$ cat config.mk
export PLATFORM = sky130hd
export DESIGN_NAME = lvds_link_trainer
export DESIGN_NICKNAME = d
export VERILOG_FILES = /design/src/rtl/lvds_link_trainer.sv
export SDC_FILE = /design/constraint.sdc
export NUM_CORES = 1
export LEC_CHECK = 0
export CORE_MARGIN = 4
export CORE_UTILIZATION = 41
export CTS_CLUSTER_SIZE = 16
export DETAILED_ROUTE_END_ITERATION = 10
export GPL_TIMING_DRIVEN = 1
export PLACE_DENSITY = 0.61
export SLEW_MARGIN = 30
export SYNTH_ARGS = -nofsm -noshare
export SYNTH_HDL_FRONTEND = slang
export SYNTH_SLANG_ARGS = --single-unit
$ cat constraint.sdc
create_clock -name clk_parallel -period 3.35 [get_ports clk_parallel]
set_clock_uncertainty 0.1 [all_clocks]
set_input_delay 1.005 -clock clk_parallel [delete_from_list [all_inputs] [get_ports clk_parallel]]
set_output_delay 1.005 -clock clk_parallel [all_outputs]
set_load 0.03 [all_outputs]
$ cat src/rtl/lvds_link_trainer.sv
// lvds_link_trainer: IDELAY tap sweep, eye centring and word alignment
// for an 8:1 LVDS deserializer in the clk_parallel domain.
module lvds_link_trainer #(
  parameter logic [7:0] PATTERN       = 8'h5C,
  parameter int         TAP_INIT      = 256,
  parameter int         TAP_STEP      = 8,
  parameter int         TAP_MAX       = 511,
  parameter int         SETTLE_CYCLES = 8,
  parameter int         SAMPLE_CYCLES = 16,
  parameter int         MIN_EYE_PTS   = 4
) (
  input  logic       clk_parallel,
  input  logic       rst,
  input  logic       idelay_rdy,
  input  logic       train_start,
  input  logic [7:0] data_in,
  output logic [8:0] idelay_tap,
  output logic [7:0] data_aligned,
  output logic       data_valid,
  output logic       locked,
  output logic       train_fail,
  output logic [2:0] rotation,
  output logic [6:0] eye_pts
);

  typedef enum logic [3:0] {
    S_IDLE, S_WAIT_RDY, S_SETTLE, S_SAMPLE, S_EVAL,
    S_DECIDE, S_VSETTLE, S_VERIFY, S_LOCKED, S_FAIL
  } state_e;

  state_e     state_q, state_d;
  logic [9:0] tap_q, tap_d;
  logic [4:0] cnt_q, cnt_d;
  logic       pass_q, pass_d;
  logic [2:0] samp_rot_q, samp_rot_d;
  logic [6:0] cur_len_q, cur_len_d;
  logic [6:0] best_len_q, best_len_d;
  logic [9:0] cur_start_q, cur_start_d;
  logic [9:0] best_start_q, best_start_d;
  logic [2:0] cur_rot_q, cur_rot_d;
  logic [2:0] best_rot_q, best_rot_d;
  logic [2:0] rot_q, rot_d;
  logic [6:0] eye_q, eye_d;
  logic [7:0] data_prev_q, data_prev_d;
  logic [7:0] align_q, align_d;

  logic [15:0] window;
  logic [7:0]  hit;
  logic        any_hit;
  logic [2:0]  low_rot;
  logic [9:0]  tap_next;
  logic [9:0]  half_span;
  logic [6:0]  len_m1;
  logic        training;

  // hit[r] flags Slice(r) == PATTERN; low_rot is the lowest such r
  always_comb begin
    window  = {data_in, data_prev_q};
    hit     = '0;
    low_rot = '0;
    for (int r = 0; r < 8; r++) begin
      hit[r] = window[r +: 8] == PATTERN;
    end
    for (int r = 7; r >= 0; r--) begin
      if (hit[r]) low_rot = 3'(r);
    end
    any_hit = |hit;
  end

  always_ff @(posedge clk_parallel) begin
    if (rst) begin
      state_q      <= S_IDLE;
      tap_q        <= 10'(TAP_INIT);
      cnt_q        <= '0;
      pass_q       <= 1'b0;
      samp_rot_q   <= '0;
      cur_len_q    <= '0;
      best_len_q   <= '0;
      cur_start_q  <= '0;
      best_start_q <= '0;
      cur_rot_q    <= '0;
      best_rot_q   <= '0;
      rot_q        <= '0;
      eye_q        <= '0;
      data_prev_q  <= '0;
      align_q      <= '0;
    end else begin
      state_q      <= state_d;
      tap_q        <= tap_d;
      cnt_q        <= cnt_d;
      pass_q       <= pass_d;
      samp_rot_q   <= samp_rot_d;
      cur_len_q    <= cur_len_d;
      best_len_q   <= best_len_d;
      cur_start_q  <= cur_start_d;
      best_start_q <= best_start_d;
      cur_rot_q    <= cur_rot_d;
      best_rot_q   <= best_rot_d;
      rot_q        <= rot_d;
      eye_q        <= eye_d;
      data_prev_q  <= data_prev_d;
      align_q      <= align_d;
    end
  end

  always_comb begin
    state_d      = state_q;
    tap_d        = tap_q;
    cnt_d        = cnt_q;
    pass_d       = pass_q;
    samp_rot_d   = samp_rot_q;
    cur_len_d    = cur_len_q;
    best_len_d   = best_len_q;
    cur_start_d  = cur_start_q;
    best_start_d = best_start_q;
    cur_rot_d    = cur_rot_q;
    best_rot_d   = best_rot_q;
    rot_d        = rot_q;
    eye_d        = eye_q;
    data_prev_d  = data_in;
    align_d      = window[rot_q +: 8];
    tap_next     = tap_q + 10'(TAP_STEP);
    len_m1       = best_len_q - 7'd1;
    half_span    = 10'(({3'b000, len_m1} * 10'(TAP_STEP)) >> 1);
    training     = !(state_q inside {S_IDLE, S_LOCKED, S_FAIL});

    unique case (state_q)
      S_IDLE: begin
        if (train_start) state_d = S_WAIT_RDY;
      end
      S_WAIT_RDY: begin
        if (idelay_rdy) begin
          tap_d        = '0;
          cur_len_d    = '0;
          best_len_d   = '0;
          cur_start_d  = '0;
          best_start_d = '0;
          cur_rot_d    = '0;
          best_rot_d   = '0;
          cnt_d        = '0;
          state_d      = S_SETTLE;
        end
      end
      S_SETTLE, S_VSETTLE: begin
        if (cnt_q == 5'(SETTLE_CYCLES - 1)) begin
          cnt_d   = '0;
          state_d = (state_q == S_SETTLE) ? S_SAMPLE : S_VERIFY;
        end else begin
          cnt_d = cnt_q + 5'd1;
        end
      end
      S_SAMPLE: begin
        if (cnt_q == '0) begin
          pass_d     = any_hit;
          samp_rot_d = low_rot;
        end else begin
          pass_d = pass_q & hit[samp_rot_q];
        end
        if (cnt_q == 5'(SAMPLE_CYCLES - 1)) begin
          cnt_d   = '0;
          state_d = S_EVAL;
        end else begin
          cnt_d = cnt_q + 5'd1;
        end
      end
      S_EVAL: begin
        if (pass_q) begin
          if (cur_len_q != '0 && samp_rot_q == cur_rot_q) begin
            cur_len_d = cur_len_q + 7'd1;
          end else begin
            cur_start_d = tap_q;
            cur_len_d   = 7'd1;
            cur_rot_d   = samp_rot_q;
          end
        end else begin
          cur_len_d = '0;
        end
        // strict compare keeps the earliest of equally long runs
        if (cur_len_d > best_len_q) begin
          best_len_d   = cur_len_d;
          best_start_d = cur_start_d;
          best_rot_d   = cur_rot_d;
        end
        if (tap_next > 10'(TAP_MAX)) begin
          state_d = S_DECIDE;
        end else begin
          tap_d   = tap_next;
          cnt_d   = '0;
          state_d = S_SETTLE;
        end
      end
      S_DECIDE: begin
        if (best_len_q < 7'(MIN_EYE_PTS)) begin
          tap_d   = 10'(TAP_INIT);
          state_d = S_FAIL;
        end else begin
          tap_d   = best_start_q + half_span;
          rot_d   = best_rot_q;
          eye_d   = best_len_q;
          cnt_d   = '0;
          state_d = S_VSETTLE;
        end
      end
      S_VERIFY: begin
        if (!hit[rot_q]) begin
          tap_d   = 10'(TAP_INIT);
          state_d = S_FAIL;
        end else if (cnt_q == 5'(SAMPLE_CYCLES - 1)) begin
          state_d = S_LOCKED;
        end else begin
          cnt_d = cnt_q + 5'd1;
        end
      end
      S_LOCKED, S_FAIL: begin
        if (train_start) begin
          eye_d   = '0;
          state_d = S_WAIT_RDY;
        end
      end
      default: state_d = S_IDLE;
    endcase

    // restart or lost IDELAYCTRL during training re-enters the sweep
    if (training && (train_start || !idelay_rdy)) begin
      cnt_d   = '0;
      state_d = S_WAIT_RDY;
      if (train_start) eye_d = '0;
    end
  end

  always_comb begin
    locked       = state_q == S_LOCKED;
    data_valid   = state_q == S_LOCKED;
    train_fail   = state_q == S_FAIL;
    idelay_tap   = tap_q[8:0];
    data_aligned = align_q;
    rotation     = rot_q;
    eye_pts      = eye_q;
  end

endmodule

==> summary.md, run 1 <==
| Metric | Value |
|---|---|
| Relative slew margins | 46.4% |
| ANT cells | 0 |
| Hpwl dp | 11200 um |
| Post-synthesis sequential area ratio | 31.4% |
| Synth top area cells | dfxtp_1, nor2_1, mux2i_1 |
| Syn Inst Count | 695 |
| IO Port Bufs | 41 |
| Largest net degree at the start of global routing | 53 |
| Placed Area | 6280 sq um |
| Area Growth Syn to Fin | 16.6% |
| Antenna Violating Nets Remaining | 0 |
| Netlist cell types | 78 |
| Area of the die | 15800 sq um |
| Vias in the first global route | 4944 |
| Dpl cells | 890 |
| RSZ-0062 raised after global routing | false |
| Final setup viols | 0 |
| Final hold vios | 0 |
| CP endpoint kind | output pin |
| Final cell count without fillers | 905 |
| Core area | 13400 sq um |
| Pre-CTS WS | -12.4 ps |
| Reg area | 1780 sq um |
| Routed len/inst | 16.4 um |
| Final net count | 760 |
| Initial DRC count | 359 |
| Net count after synthesis | 730 |
| Synthesized flop and latch total | 89 |
| Share of layout cells above drive strength 1 | 9.88% |
| FILL cells | 1289 |
| Die Wd | 126 um |
| Tightest Hold Check Type | reg2reg |
| CP Launch Type | register |
| Resize count post-CTS | 0 |
| Leakage | 2.50 nW |
| Cts bufs inserted | 9 |
| Area leader, netlist | dfxtp_1 |
| Setup WS post-layout | 247 ps |
| Die height | 126 um |
| Multi-input logic area | 3540 sq um |
| Worst-margin pin slew | 801 ps |
| Most frequent cells in the layout | nor2_1, dfxtp_1, nand2_1 |
| Initial antenna violation count | 0 |
| Clock sink count | 89 |
| Post-CTS Setup Bufs | 0 |
| Synth Warn # | 0 |
| TritonRoute pass-1 iters | 5 |
| Fin crit share | 92.6% |
| Fin util | 49.3% |
| Row count | 42 |
| Share of the synthesized area in the top cell type | 31.4% |
| Critical Path Max Stage Delay | 700 ps |
| CP required | 2240 ps |
| Max Fclk | 322 MHz |
| Drt total wl | 14900 um |
| # hold bufs at CTS | 0 |
| First-pass GRT wire length | 24700 um |
| TritonCTS clock tree | done |
| Worst-path clk slew | 70 ps |
| Max-slew violations | 0 |
| Vias | 5184 |
| I/O pin cnt | 42 |
| CP max-delay cell | clkdlybuf4s50_1 |
| Pwr dens | 400 nW/um^2 |
| Outcome | finished clean |
| Clk_lat worst skew | 350 ps |
| GRT Util Overall | 19.0% |
| # DRC | 0 |
| Vias per cell | 5.73 |
| Synthesized area | 5670 sq um |
| Cell mode on critical path | nor2_1 |
| Mean Syn Cell Area | 8.16 sq um |
| Min Tclk post-route | 3100 ps |
| Data arrival, critical path | 2000 ps |
| Placer congestion estimate | 0.922 |
| Design area | 6610 sq um |
| Grt total ovfl | 0 |
| Clock root buffer master | clkbuf_16 |
| Starting Density | 42.3% |
| FFs w/ async S/R, synth | 0% |
| Cells along the critical path | nor2_1, nand2_1, nor2_1, clkdlybuf4s50_1 |
| H-tree levels | 3 |
| Commonest non-fill, non-tap cell in the layout | nor2_1 |
| Max-cap violation count | 0 |
| Crit path max fanout | 6 |
| Main synth FF type | dfxtp_1 |
| Max VDD drop | 0.000229 V |
| EDFF count, synth | 0 |
| Longest Clk Path Bufs | 2 |
| Crit path kind | reg2out |
-- through the flow --
step,setup TNS [ps],hold WS (ps),power [mW]
after floorplan,0,332,1.41
after global placement,0,341,1.53
after detailed placement,-12.4,349,1.54
after CTS,0,358,2.67
after global routing,0,373,2.76
final,0,355,2.64
-- path summary, 6_finish.rpt --
kind,startpoint,end,slack [ps],cells after the start
setup / recovery,state_q[1],data_valid,250,4
hold / removal,cur_start_q[1],cur_start_q[1],360,2
setup reg to reg,samp_rot_q[0],best_len_q[2],250,14
hold reg to reg,cur_start_q[1],cur_start_q[1],360,2
-- power breakdown --
| group | leakage (nW) | internal, mW | total (mW) | switching [mW] |
|---|---|---|---|---|
| clock | 0.161 | 0.678 | 1.13 | 0.448 |
| sequential | 0.722 | 1.08 | 1.11 | 0.0333 |
| combinational | 1.62 | 0.164 | 0.405 | 0.241 |
| total | 2.50 | 1.92 | 2.64 | 0.722 |
-- Yosys cell counts (all sizes together) (4+ instances only) --
library cell / number
a21o: 5
clkbuf: 22
mux2i: 32
a211oi: 7
nor4: 5
a22oi: 7
nand3b: 8
o211ai: 4
nand2b: 14
and3: 17
a31oi: 7
nand2: 66
o21bai: 10
nor3: 12
xor2: 12
and4bb: 4
mux4: 9
dfxtp: 89
ha: 22
nand4: 12
nand3: 18
a211o: 4
nor2: 96
buf: 26
nor2b: 13
inv: 28
xnor2: 7
o21ai: 23
a21oi: 57
-- routing by layer --
| layer | wire length [um] | GRT usage, % | vias up |
|---|---|---|---|
| met4 | 325 | 7.21 | 0 |
| met5 | 0 | 0 | - |
| li1 | - | - | 2543 |
| met2 | 6600 | 29.1 | 155 |
| met3 | 764 | 3.58 | 21 |
| met1 | 7180 | 26.4 | 2465 |
-- logic make-up after synthesis --
family          Yosys count  synth area share (%)
mux                      42                  9.49
compound gates          154                  18.1
fa+ha+maj                23                  5.21
xor+xnor                 19                  2.93
flops                    89                  31.4
buf+inv                  76                  6.38
simple gates            292                  26.5
-- area by class of cell --
type,instances,area share [%]
clock buffer,10,3.61
clock inverter,5,1.34
inverter,28,1.59
multi-input combinational,530,53.5
sequential,89,27.0
tap,176,3.33
timing repair buffer,67,9.65
-- flip-flops by register name (all words and copies together) (netlist names) --
| name | count |
|---|---|
| best_start_q | 10 |
| cur_start_q | 10 |
| tap_q | 10 |
| data_aligned | 8 |
| data_prev_q | 8 |
| best_len_q | 7 |
| cur_len_q | 7 |
| eye_pts | 7 |
| cnt_q | 5 |
| state_q | 4 |
| best_rot_q | 3 |
| cur_rot_q | 3 |
| rotation | 3 |
| samp_rot_q | 3 |
| pass_q | 1 |
-- worst max-delay path: cells and delay by family (launching register included) --
| family | cells | cell delay [ps] |
|---|---|---|
| buf+inv | 1 | 700 |
| simple gates | 3 | 620 |
| flops | 1 | 320 |
Power figures use the tool's default switching activity.
==> run 2: changes to the inputs <==
clock period = 3.3 ns   (was 3.35 ns; I/O delays follow)
==> run 2 against run 1 <==
Net effect:
- non-clock buffer count grew 3
- power shrank 3.1%
- count of clock-buffer cells in the layout is the same
- global-route usage grew 0.18 points
- register-to-register slack lost 30 ps
- wire length grew 1.7%
- critical path depth shrank 1
- largest power group is now registers
- highest routed layer unchanged
==> summary.md, run 2 (synthesized netlist as in run 1, its figures left out) <==
| Metric | Value |
|---|---|
| CP Launch Type | register |
| Min Tclk post-route | 3110 ps |
| Worst-margin pin slew | 815 ps (+14.0 ps) |
| # DRC | 0 (unchanged) |
| Share of layout cells above drive strength 1 | 10.5% (+0.63 points) |
| Fin Hold WS | 357 ps (+2.23 ps) |
| Data arrival, critical path | 2020 ps (+20 ps) |
| Starting Density | 42.3% (unchanged) |
| TritonRoute pass-1 iters | 5 (unchanged) |
| Max-cap violation count | 0 (unchanged) |
| Clock sink count | 89 (unchanged) |
| Area of the die | 15800 sq um (unchanged) |
| Routed len/inst | 16.6 um (+1.2%) |
| Clk_lat worst skew | 350 ps (about the same) |
| Final setup viols | 0 (unchanged) |
| Die height | 126 um (unchanged) |
| Fin util | 49.1% (-0.21 points) |
| Cell Int Power | 1.81 mW (-6.0%) |
| IO Port Bufs | 41 (unchanged) |
| Outcome | finished clean |
| Part of the power in registers | 44.0% (+1.9 points) |
| TritonCTS clock tree | done |
| Commonest non-fill, non-tap cell in the layout | nor2_1 |
| Max VDD drop | 0.000241 V (+5.1%) |
| Vias per cell | 5.65 (-1.3%) |
| Post-CTS Setup Bufs | 0 (unchanged) |
| RSZ-0062 raised after global routing | false |
| Crit path max fanout | 11 (+5) |
| Setup WS post-layout | 187 ps (-60.2 ps) |
| Pwr dens | 389 nW/um^2 (-2.7%) |
| First-pass GRT wire length | 24900 um (+0.84%) |
| Final cell count without fillers | 909 (+0.44%) |
| Clock root buffer master | clkbuf_16 |
| Relative slew margins | 45.5% (-0.94 points) |
| Largest net degree at the start of global routing | 39 (-26%) |
| Resize count post-CTS | 0 (unchanged) |
| Vias | 5139 (-0.87%) |
| Setup TNS | 0 ps (unchanged) |
| Grt total ovfl | 0 (unchanged) |
| GRT Util Overall | 19.1% (+0.18 points) |
| Tightest Hold Check Type | reg2reg |
| Setup slack, reg-to-reg | 220 ps (-30 ps) |
| Crit path kind | reg2out |
| Die Wd | 126 um (unchanged) |
| ANT cells | 0 (unchanged) |
| Tot Pwr | 2.56 mW (-3.1%) |
| CP required | 2210 ps (-30 ps) |
| Most frequent cells in the layout | nor2_1, dfxtp_1, nand2_1 |
| Initial DRC count | 460 (+28%) |
| Longest Clk Path Bufs | 2 (unchanged) |
| Antenna Violating Nets Remaining | 0 (unchanged) |
| Critical Path Max Stage Delay | 680 ps (-20 ps) |
| Clock Power Share | 39.9% (-2.7 points) |
| Area Growth Syn to Fin | 16.1% |
| Crit path max-delay family | buffers and inverters |
| Dpl cells | 893 (+0.34%) |
| Design area | 6590 sq um (-0.42%) |
| Drt total wl | 15100 um (+1.7%) |
| Leakage | 2.49 nW (-0.40%) |
| Row count | 42 (unchanged) |
| Final hold vios | 0 (unchanged) |
| H-tree levels | 3 (unchanged) |
| Final net count | 763 (+0.39%) |
| Max-slew violations | 0 (unchanged) |
| I/O pin cnt | 42 (unchanged) |
| Initial antenna violation count | 0 (unchanged) |
| Critical path buffer and inverter count | 2 (+1) |
| Cts bufs inserted | 9 (unchanged) |
| Fin crit share | 94.3% |
| Placed Area | 6290 sq um (+0.16%) |
| Vias in the first global route | 4883 (-1.2%) |
| Hpwl dp | 11300 um (+0.94%) |
| Cells along the critical path | inv_1, nor2_1, clkdlybuf4s50_1 |
| Largest registers | best_start_q x10, cur_start_q x10, tap_q x10 |
| Combinational group share of total power | 16.1% (+0.8 points) |
| # hold bufs at CTS | 0 (unchanged) |
| Core area | 13400 sq um (unchanged) |
| Worst-path clk slew | 70 ps (about the same) |
| Pre-CTS WS | -2.11 ps (+10.3 ps) |
| CP max-delay cell | clkdlybuf4s50_1 |
| Psw | 0.754 mW (+4.4%) |
| Placer congestion estimate | 0.926 (+0.48%) |
| Max Fclk | 321 MHz |
| CP endpoint kind | output pin |
| Switch share | 29.4% (+2.1 points) |
-- run 2: layer usage --
layer  up-vias  GRT usage, %  routed length [um]
met1      2444          27.0                7250
met5         -             0                   0
met4         0          7.02                 265
li1       2543             -                   -
met3        19          2.77                 711
met2       133          29.8                6910
-- run 2: worst paths after layout --
path | to | depth (start not counted) | startpoint
setup / recovery | train_fail | 3 | state_q[0]
hold / removal | cur_start_q[2] | 2 | cur_start_q[2]
setup reg to reg | best_len_q[2] | 13 | cur_len_q[2]
hold reg to reg | cur_start_q[2] | 2 | cur_start_q[2]
-- run 2: power by group through the flow --
stage	Combinational, mW	Sequential, mW	Clock, mW
2_1_floorplan	0.283	1.14	0
3_3_place_gp	0.403	1.15	0
3_5_place_dp	0.408	1.15	0
4_1_cts	0.410	1.13	1.05
5_1_grt	0.451	1.13	1.09
6_report	0.411	1.13	1.02
-- run 2: area by class of cell --
class                   instances  area, sq um
multi-input cells             530         3540
fillers                      1312         6820
clock inverters                 6         50.0
repair buffers                 70          648
well taps                     176          220
flip-flops and latches         89         1780
inverters                      28          105
clock buffers                  10          239
-- run 2: worst register-to-register path, cell delays in order (launching register included) --
cell and delay [ps]:
dfxtp_1 380, nor4_1 310, nand3b_1 170, and2_1 190, nand2_1 160, nor2_1 90, ha_1 300, o21a_1 120
o31ai_1 80, a2111oi_2 330, nor2_2 140, buf_12 160, or3_1 340, a21oi_1 140
